[config.mk]
export PLATFORM = sky130hd
export DESIGN_NAME = svnet_ram_arbiter
export DESIGN_NICKNAME = d
export VERILOG_FILES = /design/src/rtl/svnet_ram_arbiter_pkg.sv /design/src/rtl/svnet_rr_arbiter.sv /design/src/rtl/svnet_ram_arbiter.sv
export SDC_FILE = /design/constraint.sdc
export NUM_CORES = 1
export LEC_CHECK = 0
export BUFFER_PORTS_ARGS = -buffer_cell sky130_fd_sc_hd__buf_2
export CELL_PAD_IN_SITES_DETAIL_PLACEMENT = 1
export CELL_PAD_IN_SITES_GLOBAL_PLACEMENT = 2
export CORE_ASPECT_RATIO = 0.8
export CORE_MARGIN = 2
export CORE_UTILIZATION = 19
export DETAILED_ROUTE_END_ITERATION = 10
export GPL_TIMING_DRIVEN = 0
export PLACE_DENSITY = 0.72
export SKIP_LAST_GASP = 1
export SYNTH_ARGS = -nofsm -noshare
export SYNTH_HDL_FRONTEND = slang
export SYNTH_SLANG_ARGS = --single-unit
[constraint.sdc]
create_clock -name clk -period 1.9 [get_ports clk]
set_input_delay 0.095 -clock clk [delete_from_list [all_inputs] [get_ports clk]]
set_output_delay 0.095 -clock clk [all_outputs]
set_load 0.1 [all_outputs]
[src/rtl/svnet_ram_arbiter_pkg.sv]
`default_nettype none
// ============================================================================
// svnet_ram_arbiter_pkg: shared tag type and round-robin pick helper.
// Revision: 1.0
// ============================================================================
package svnet_ram_arbiter_pkg;

  localparam int unsigned c_rr_max_clients = 64;
  localparam int unsigned c_rr_idx_w       = 6;

  typedef struct packed {
    logic                  valid;
    logic [c_rr_idx_w-1:0] index;
  } tag_t;

  typedef struct packed {
    logic                  found;
    logic [c_rr_idx_w-1:0] index;
  } pick_t;

  // First asserted req at or after ptr, scanning upward modulo n.
  function automatic pick_t rr_pick(input logic [c_rr_max_clients-1:0] req,
                                    input logic [c_rr_idx_w-1:0]       ptr,
                                    input int unsigned                 n);
    pick_t       pick;
    int unsigned idx;
    pick = '0;
    for (int unsigned i = 0; i < c_rr_max_clients; i++) begin
      if (i < n) begin
        idx = {26'd0, ptr} + i;
        if (idx >= n) idx = idx - n;
        if (!pick.found && req[idx[c_rr_idx_w-1:0]]) begin
          pick.found = 1'b1;
          pick.index = idx[c_rr_idx_w-1:0];
        end
      end
    end
    return pick;
  endfunction

endpackage
`default_nettype wire

[src/rtl/svnet_rr_arbiter.sv]
`default_nettype none
// ============================================================================
// svnet_rr_arbiter: round-robin grant with minimum issue spacing.
// Revision: 1.0
// ============================================================================
module svnet_rr_arbiter
  import svnet_ram_arbiter_pkg::*;
#(
  parameter int unsigned  CLIENTS = 2,
  parameter int unsigned  DELAY   = 2,
  localparam int unsigned c_cw    = (CLIENTS > 1) ? $clog2(CLIENTS) : 1
) (
  input  logic               clk,
  input  logic               rst,
  input  logic [CLIENTS-1:0] req,
  output logic [CLIENTS-1:0] grant,
  output logic               issue,
  output logic [c_cw-1:0]    index
);

  localparam int unsigned c_dw = (DELAY > 1) ? $clog2(DELAY) : 1;

  logic [c_cw-1:0]       r_ptr;
  logic [c_dw-1:0]       r_cnt;
  pick_t                 w_pick;
  logic [c_rr_idx_w:0]   w_next;

  always_comb begin
    w_pick = rr_pick(c_rr_max_clients'(req), c_rr_idx_w'(r_ptr), CLIENTS);
    w_next = {1'b0, w_pick.index} + (c_rr_idx_w + 1)'(1);
    if (w_next >= (c_rr_idx_w + 1)'(CLIENTS)) w_next = '0;
    issue = !rst && (r_cnt == '0) && w_pick.found;
    index = c_cw'(w_pick.index);
    grant = issue ? (CLIENTS'(1) << w_pick.index) : '0;
  end

  always_ff @(posedge clk) begin
    if (rst) begin
      r_ptr <= '0;
      r_cnt <= '0;
    end else if (issue) begin
      r_ptr <= c_cw'(w_next);
      r_cnt <= c_dw'(DELAY - 1);
    end else if (r_cnt != '0) begin
      r_cnt <= r_cnt - c_dw'(1);
    end
  end

  a_grant_onehot: assert property (@(posedge clk) disable iff (rst) $onehot0(grant));
  a_grant_req:    assert property (@(posedge clk) disable iff (rst) (grant & ~req) == '0);

  generate
    for (genvar k = 1; k < DELAY; k++) begin : g_spacing
      a_spacing: assert property (@(posedge clk) disable iff (rst) issue |-> !$past(issue, k));
    end
  endgenerate

endmodule
`default_nettype wire

[src/rtl/svnet_ram_arbiter.sv]
`default_nettype none
// ============================================================================
// svnet_ram_arbiter: shares one svnet_ram between CLIENTS read/write ports.
// Revision: 1.0
// ============================================================================
module svnet_ram_arbiter
  import svnet_ram_arbiter_pkg::*;
#(
  parameter int unsigned  CLIENTS      = 2,
  parameter int unsigned  DEPTH        = 1,
  parameter int unsigned  WIDTH        = 1,
  parameter int unsigned  W2W_DELAY    = 2,
  parameter int unsigned  R2R_DELAY    = 2,
  parameter int unsigned  READ_LATENCY = 2,
  localparam int unsigned c_aw         = (DEPTH > 1) ? $clog2(DEPTH) : 1
) (
  input  logic                              clk,
  input  logic                              rst,
  input  logic [CLIENTS-1:0]                req_write,
  input  logic [CLIENTS-1:0][c_aw-1:0]      req_write_address,
  input  logic [CLIENTS-1:0][WIDTH-1:0]     req_write_data,
  output logic [CLIENTS-1:0]                write_grant,
  input  logic [CLIENTS-1:0]                req_read,
  input  logic [CLIENTS-1:0][c_aw-1:0]      req_read_address,
  output logic [CLIENTS-1:0]                read_grant,
  output logic [CLIENTS-1:0]                rsp_valid,
  output logic [WIDTH-1:0]                  rsp_data,
  output logic                              ram_write,
  output logic [c_aw-1:0]                   ram_write_address,
  output logic [WIDTH-1:0]                  ram_write_data,
  output logic                              ram_read,
  output logic [c_aw-1:0]                   ram_read_address,
  input  logic                              ram_read_data_valid,
  input  logic [WIDTH-1:0]                  ram_read_data
);

  localparam int unsigned c_cw = (CLIENTS > 1) ? $clog2(CLIENTS) : 1;

  logic            w_wr_issue;
  logic            w_rd_issue;
  logic [c_cw-1:0] w_wr_index;
  logic [c_cw-1:0] w_rd_index;
  tag_t            r_tag [READ_LATENCY];
  tag_t            w_tag_out;

  svnet_rr_arbiter #(.CLIENTS(CLIENTS), .DELAY(W2W_DELAY)) u_wr_arb (
    .clk   (clk),
    .rst   (rst),
    .req   (req_write),
    .grant (write_grant),
    .issue (w_wr_issue),
    .index (w_wr_index)
  );

  svnet_rr_arbiter #(.CLIENTS(CLIENTS), .DELAY(R2R_DELAY)) u_rd_arb (
    .clk   (clk),
    .rst   (rst),
    .req   (req_read),
    .grant (read_grant),
    .issue (w_rd_issue),
    .index (w_rd_index)
  );

  assign ram_write         = w_wr_issue;
  assign ram_write_address = req_write_address[w_wr_index];
  assign ram_write_data    = req_write_data[w_wr_index];
  assign ram_read          = w_rd_issue;
  assign ram_read_address  = req_read_address[w_rd_index];

  // Tags travel alongside the RAM's read latency so data finds its issuer.
  always_ff @(posedge clk) begin
    if (rst) begin
      for (int i = 0; i < int'(READ_LATENCY); i++) r_tag[i] <= '0;
    end else begin
      r_tag[0] <= '{valid: w_rd_issue, index: c_rr_idx_w'(w_rd_index)};
      for (int i = 1; i < int'(READ_LATENCY); i++) r_tag[i] <= r_tag[i-1];
    end
  end

  assign w_tag_out = r_tag[READ_LATENCY-1];
  assign rsp_data  = ram_read_data;

  generate
    for (genvar i = 0; i < CLIENTS; i++) begin : g_rsp
      assign rsp_valid[i] = ram_read_data_valid && w_tag_out.valid &&
                            (w_tag_out.index == c_rr_idx_w'(i));
    end
  endgenerate

  a_tag_align: assert property (@(posedge clk) disable iff (rst)
                                ram_read_data_valid == w_tag_out.valid);

endmodule
`default_nettype wire

* Word level (Yosys, flattened, before mapping) *
Memories as Yosys holds them, arrays and structs flattened.
Index checks and enable logic that the tools add are counted.

word-level totals
  bits in writable memories = 14
  output and inout port bits = 12
  bits in latches = 0
  ROM bits = 0
  memories kept = 1
  flip-flop bits (word level) = 4

operators by class
  multiplexer cells = 35
  equality and inequality tests = 1
  div/mod/pow operators = 0
  bitwise gates (word level) = 4
  add/subtract/negate cells = 10
  magnitude comparators = 12
  reductions and logical operators = 13
  shift operators = 2
  multiply operators = 0

memory list
  memory  depth  width  read ports  clocked after memory_dff  wr ports  line                     text
  r_tag   2      7      2           0                         2         svnet_ram_arbiter.sv:43  tag_t r_tag [READ_LATENCY];

operator list
  kind                                                                 count
  greater-or-equal comparator 32 x 2 -> 1 bit (second input constant)  2
  2-to-1 mux 7 bit                                                     6
  less-than comparator 6 x 7 -> 1 bit (second input constant)          4
  binary-select mux 1 bit (select 6 bit)                               4
  2-to-1 mux 6 bit                                                     4
  2-to-1 mux 1 bit                                                     19
  adder 6 x 1 -> 7 bit (second input constant)                         2
  greater-or-equal comparator 7 x 2 -> 1 bit (second input constant)   2
  << shifter 1 x 6 -> 2 bit (first input constant)                     2
  subtractor 6 x 2 -> 6 bit (second input constant)                    2
  logical AND 1 bit                                                    9
  == test 6 x 1 -> 1 bit (second input constant)                       1
  zero test 6 bit                                                      1
  subtractor 1 x 2 -> 3 bit (second input constant)                    2
  adder 1 x 1 -> 2 bit (second input constant)                         2
  greater-or-equal comparator 1 x 2 -> 1 bit (second input constant)   2
  less-than comparator 1 x 2 -> 1 bit (second input constant)          2
  2-to-1 mux 2 bit                                                     2
  zero test 1 bit                                                      3
  inverter 1 bit                                                       2
  bitwise OR 1 bit                                                     2
  subtractor 1 bit (second input constant)                             2

* Longest topological paths before layout *
  word-level depth = 11
  depth in mapped cells = 3
  gate-level depth less buffers = 3

* Hierarchy *
From an unflattened synthesis, not the netlist that was laid out.

unflattened totals
  cells, all modules = 40
  area, all modules = 402.9 sq um

by module, submodules not included
  module             cells each  instances  area each (sq um)
  svnet_rr_arbiter   13          2          115.1
  svnet_ram_arbiter  14          1          172.7

* Least setup slack after synthesis *
OpenSTA, ideal clock, no wires.

  path type = flip-flop to output port
  from = reg u_wr_arb.r_ptr
  to = out write_grant[0]
  cell stages (with the launch flop) = 2
  data required time = 1.805 ns
  data arrival time = 3.640 ns
  setup slack = -1.835 ns
  path buffers = 0
  path through = dfxtp_1 a2111oi_1

between the ends
  word-level cells in the longest chain between the ends = 10
  elaborated cells between the ends (all ways) = 18
  those cells by class = 3 x add/sub; 2 x order compare; 1 x shift; 9 x mux; 3 x reduce/logical

RTL lines
  item                                                                                 line                                            text
  start, declared                                                                      svnet_rr_arbiter.sv:23                          logic [c_cw-1:0] r_ptr;
  start signal, assigned                                                               svnet_rr_arbiter.sv:42                          r_ptr <= c_cw'(w_next);
  branches (longest 7 deep; another with greater-or-equal comparator 32 x 2 -> 1 bit)  --
  2-to-1 mux 7 bit *                                                                   svnet_ram_arbiter_pkg.sv:32                     if (!pick.found && req[idx[c_rr_idx_w-1:0]]) begin
  << shifter 1 x 6 -> 2 bit or logical AND 1 bit (tied branches)                       svnet_rr_arbiter.sv:34, svnet_rr_arbiter.sv:32
  2-to-1 mux 2 bit *                                                                   svnet_rr_arbiter.sv:34                          grant = issue ? (CLIENTS'(1) << w_pick.index) : '0;
  end, declared                                                                        svnet_ram_arbiter.sv:22                         output logic [CLIENTS-1:0] write_grant,

Mark *: on every way between the ends. The select of a mux whose other input is x is not followed.

* Final worst setup path *
  from = reg u_wr_arb.r_ptr
  to = out ram_write_data

between the ends
  word-level cells in the longest chain between the ends = 10
  elaborated cells between the ends (all ways) = 17
  those cells by class = 3 x add/sub; 2 x order compare; 10 x mux; 2 x reduce/logical

RTL lines
  item                                                                                 line                         text
  branches (longest 7 deep; another with greater-or-equal comparator 32 x 2 -> 1 bit)  --
  2-to-1 mux 7 bit *                                                                   svnet_ram_arbiter_pkg.sv:32
  2-to-1 mux 1 bit (not written as such) * (2 in series)                               svnet_ram_arbiter.sv:66      assign ram_write_data = req_write_data[w_wr_index];
  end, declared                                                                        svnet_ram_arbiter.sv:30      output logic [WIDTH-1:0] ram_write_data,

Marked as above.

==> flow_metrics.env <==
export IMPL_power_leakage_nw=0.268
export IMPL_worst_endpoint_required_ps=1800
export IMPL_crit_fanout=4
export IMPL_worstSetupEndpointType="output pin"
export IMPL_h_tree_depth=1
export IMPL_wire_per_inst_um=10.3
export IMPL_path_class="flip-flop to output pin"
export IMPL_io_pins=26
export IMPL_reg2reg_slack_ps=1010
export IMPL_gp_congestion=0.687
export IMPL_ys_seq_area_share_pct=41.0
export IMPL_cts_tree="yes"
export IMPL_core_area_um2=1660
export IMPL_hold_viol=0
export IMPL_p_sw_mw=0.216
export IMPL_clockPowerShare_pct=27.4
export IMPL_drtAntennaViolNets=0
export IMPL_cts_buffers=3
export IMPL_ys_warn_count=0
export IMPL_powerDensity_nw_per_um2=901
export IMPL_dr_pass1_iters=4
export IMPL_num_antenna_cells=0
export IMPL_crit_path_start_kind="flip-flop"
export IMPL_drc=0
export IMPL_synth_cell_types=17
export IMPL_drtIter0Drc=1
export IMPL_hold_ws_ps=58.7
export IMPL_grt_pass1_wl_um=1620
export IMPL_fmax_mhz=641
export IMPL_finalCritPeriodShare_pct=82.2
export IMPL_max_cap_viol_count=0
export IMPL_synth_fp_nets=53
export IMPL_synth_top_flop_cell="dfxtp_1"
export IMPL_seqPwrFrac_pct=34.4
export IMPL_worst_slew_pin_slew_ps=490
export IMPL_slew_headroom_pct=67.6
export IMPL_synth_seq_cells=7
export IMPL_clkTransAtPathRegs_ps=50
export IMPL_post_cts_setup_buffer_count=0
export IMPL_synth_area_um2=342
export IMPL_clk_insertion_delay_late_ps=250
export IMPL_critical_path_arrival_ps=1470
export IMPL_avgSynthCellArea_um2=8.76
export IMPL_wl_um=914
export IMPL_status="completed"
export IMPL_hp_class="primary input to flip-flop"
export IMPL_cts_resized=0
export IMPL_rows=13
export IMPL_fin_crit_ps=1560
export IMPL_synthCells=39
export IMPL_dpl_hpwl_um=788
export IMPL_clock_sinks=7
export IMPL_layout_drive_gt1_share_pct=58.2
export IMPL_ir_drop_v=0.000317
export IMPL_die_area_um2=2160
export IMPL_power_frac_comb_pct=38.2
export IMPL_syn2layout_area_growth_pct=60.8
export IMPL_avgViaCountPerCell=4.26
export IMPL_grt_antenna_before_repair=0
export IMPL_first_global_vias=389
export IMPL_swShare_pct=43.7
export IMPL_start_util_pct=20.6
export IMPL_ctsHoldBuffers=0
export IMPL_rsz0062_at_grt="no"
export IMPL_io_buffers=24
export IMPL_finalClockSkew_ps=2.38
export IMPL_die_y_um=41.9
export IMPL_grt_start_max_net_pins=11
export IMPL_gr_total_overflow=0
export IMPL_cts_buffer_depth=2
export IMPL_tns_ps=0
export IMPL_async_flop_share_pct=0
export IMPL_vias=379
export IMPL_fp_dieW_um=51.4
export IMPL_finalSetupViolations=0
export IMPL_cts_root_buffer="clkbuf_4"
export IMPL_grtUsageTotal_pct=10.2
export IMPL_synth_edf_count=0
export IMPL_intPower_mw=0.279
export IMPL_drv_slew=0
export IMPL_nNetsFinal=82
==> cell families (layout without fill, tap and decap cells) <==
family,Yosys count,count (layout),synth area share (%)
AOI/OAI and AO/OA,6,6,13.9
buffers and inverters,5,33,6.96
DFF,7,7,41.0
muxes,3,3,9.89
and+or+nand+nor,18,18,28.2
==> cells in the final DEF (no fill, tap or decap) <==
master | netlist | final
o21ai_2 | 2 | 2
o22ai_1 | 1 | 1
a311oi_1 | 1 | 1
nor2_1 | 5 | 5
inv_2 | 2 | 2
mux2_1 | 3 | 3
inv_1 | 1 | 1
clkbuf_1 | 0 | 1
and3_1 | 1 | 1
nor3_1 | 6 | 2
a21oi_1 | 1 | 1
nand2_1 | 2 | 2
a2111oi_2 | 0 | 1
buf_2 | 1 | 25
clkbuf_4 | 0 | 3
buf_4 | 1 | 1
nor2b_1 | 3 | 3
nor3_2 | 0 | 4
nor4b_4 | 0 | 1
dfxtp_1 | 7 | 7
==> power groups by stage <==
stage,combinational [mW],sequential (mW),clock [mW]
final,0.189,0.170,0.136
after CTS,0.191,0.170,0.142
after floorplan,0.156,0.171,0
after global routing,0.198,0.172,0.150
after detailed placement,0.190,0.174,0
after global placement,0.189,0.173,0
==> per-layer routing <==
metal  GRT usage [%]  vias to the layer above  wire (um)
met5               0                        -          0
met4            7.89                        0         27
met3            5.04                        4         64
met2            13.6                       17        415
met1            12.1                      165        407
li1                -                      193          -
==> cell type report <==
class | count | area (um^2)
Tap cell | 22 | 27.5
Fill cell | 213 | 1110
Clock buffer | 4 | 26.3
Multi-Input combinational cell | 27 | 211
Inverter | 3 | 11.3
Sequential cell | 7 | 140
Timing Repair Buffer | 24 | 120
Buffer | 2 | 12.5
==> critical path, stage by stage, from the launching register on <==
cell and delay, ps:
dfxtp_1 350, o21ai_2 230, mux2_1 340, buf_2 290
==> cell usage after synthesis, types with 2 or more instances <==
master / number / area, um^2
inv_2: 2 / 7.51
mux2_1: 3 / 33.8
nor2b_1: 3 / 18.8
nand2_1: 2 / 7.51
o21ai_2: 2 / 17.5
nor3_1: 6 / 30.0
dfxtp_1: 7 / 140
nor2_1: 5 / 18.8
==> state kept, by name, summed over array words and instances, names as in the netlist <==
register / cells
r_tag: 4
u_rd_arb.r_ptr: 1
u_wr_arb.r_cnt: 1
u_wr_arb.r_ptr: 1
==> path summary, 6_finish.rpt <==
check | from | endpoint | cells after the start
max reg2reg | u_wr_arb.r_cnt | u_wr_arb.r_ptr | 2
max | u_wr_arb.r_ptr | ram_write_data | 3
min | rst | r_tag[0][7] | 2
min reg2reg | r_tag[0][0] | r_tag[0][7] | 1
==> per-stage QoR <==
stage | util, % | power (mW) | std cells | cell area, um^2 | worst slack (ps)
floorplan | - | 0.326 | 39 | 375 | -455
global placement | 31.5 | 0.362 | 85 | 523 | 616
detailed placement | 31.5 | 0.364 | 85 | 523 | 607
CTS | 33.1 | 0.503 | 89 | 549 | 328
global route | 33.1 | 0.520 | 89 | 549 | 269
finish | 33.1 | 0.495 | 89 | 549 | 339
(Power assumes the default switching activity.)
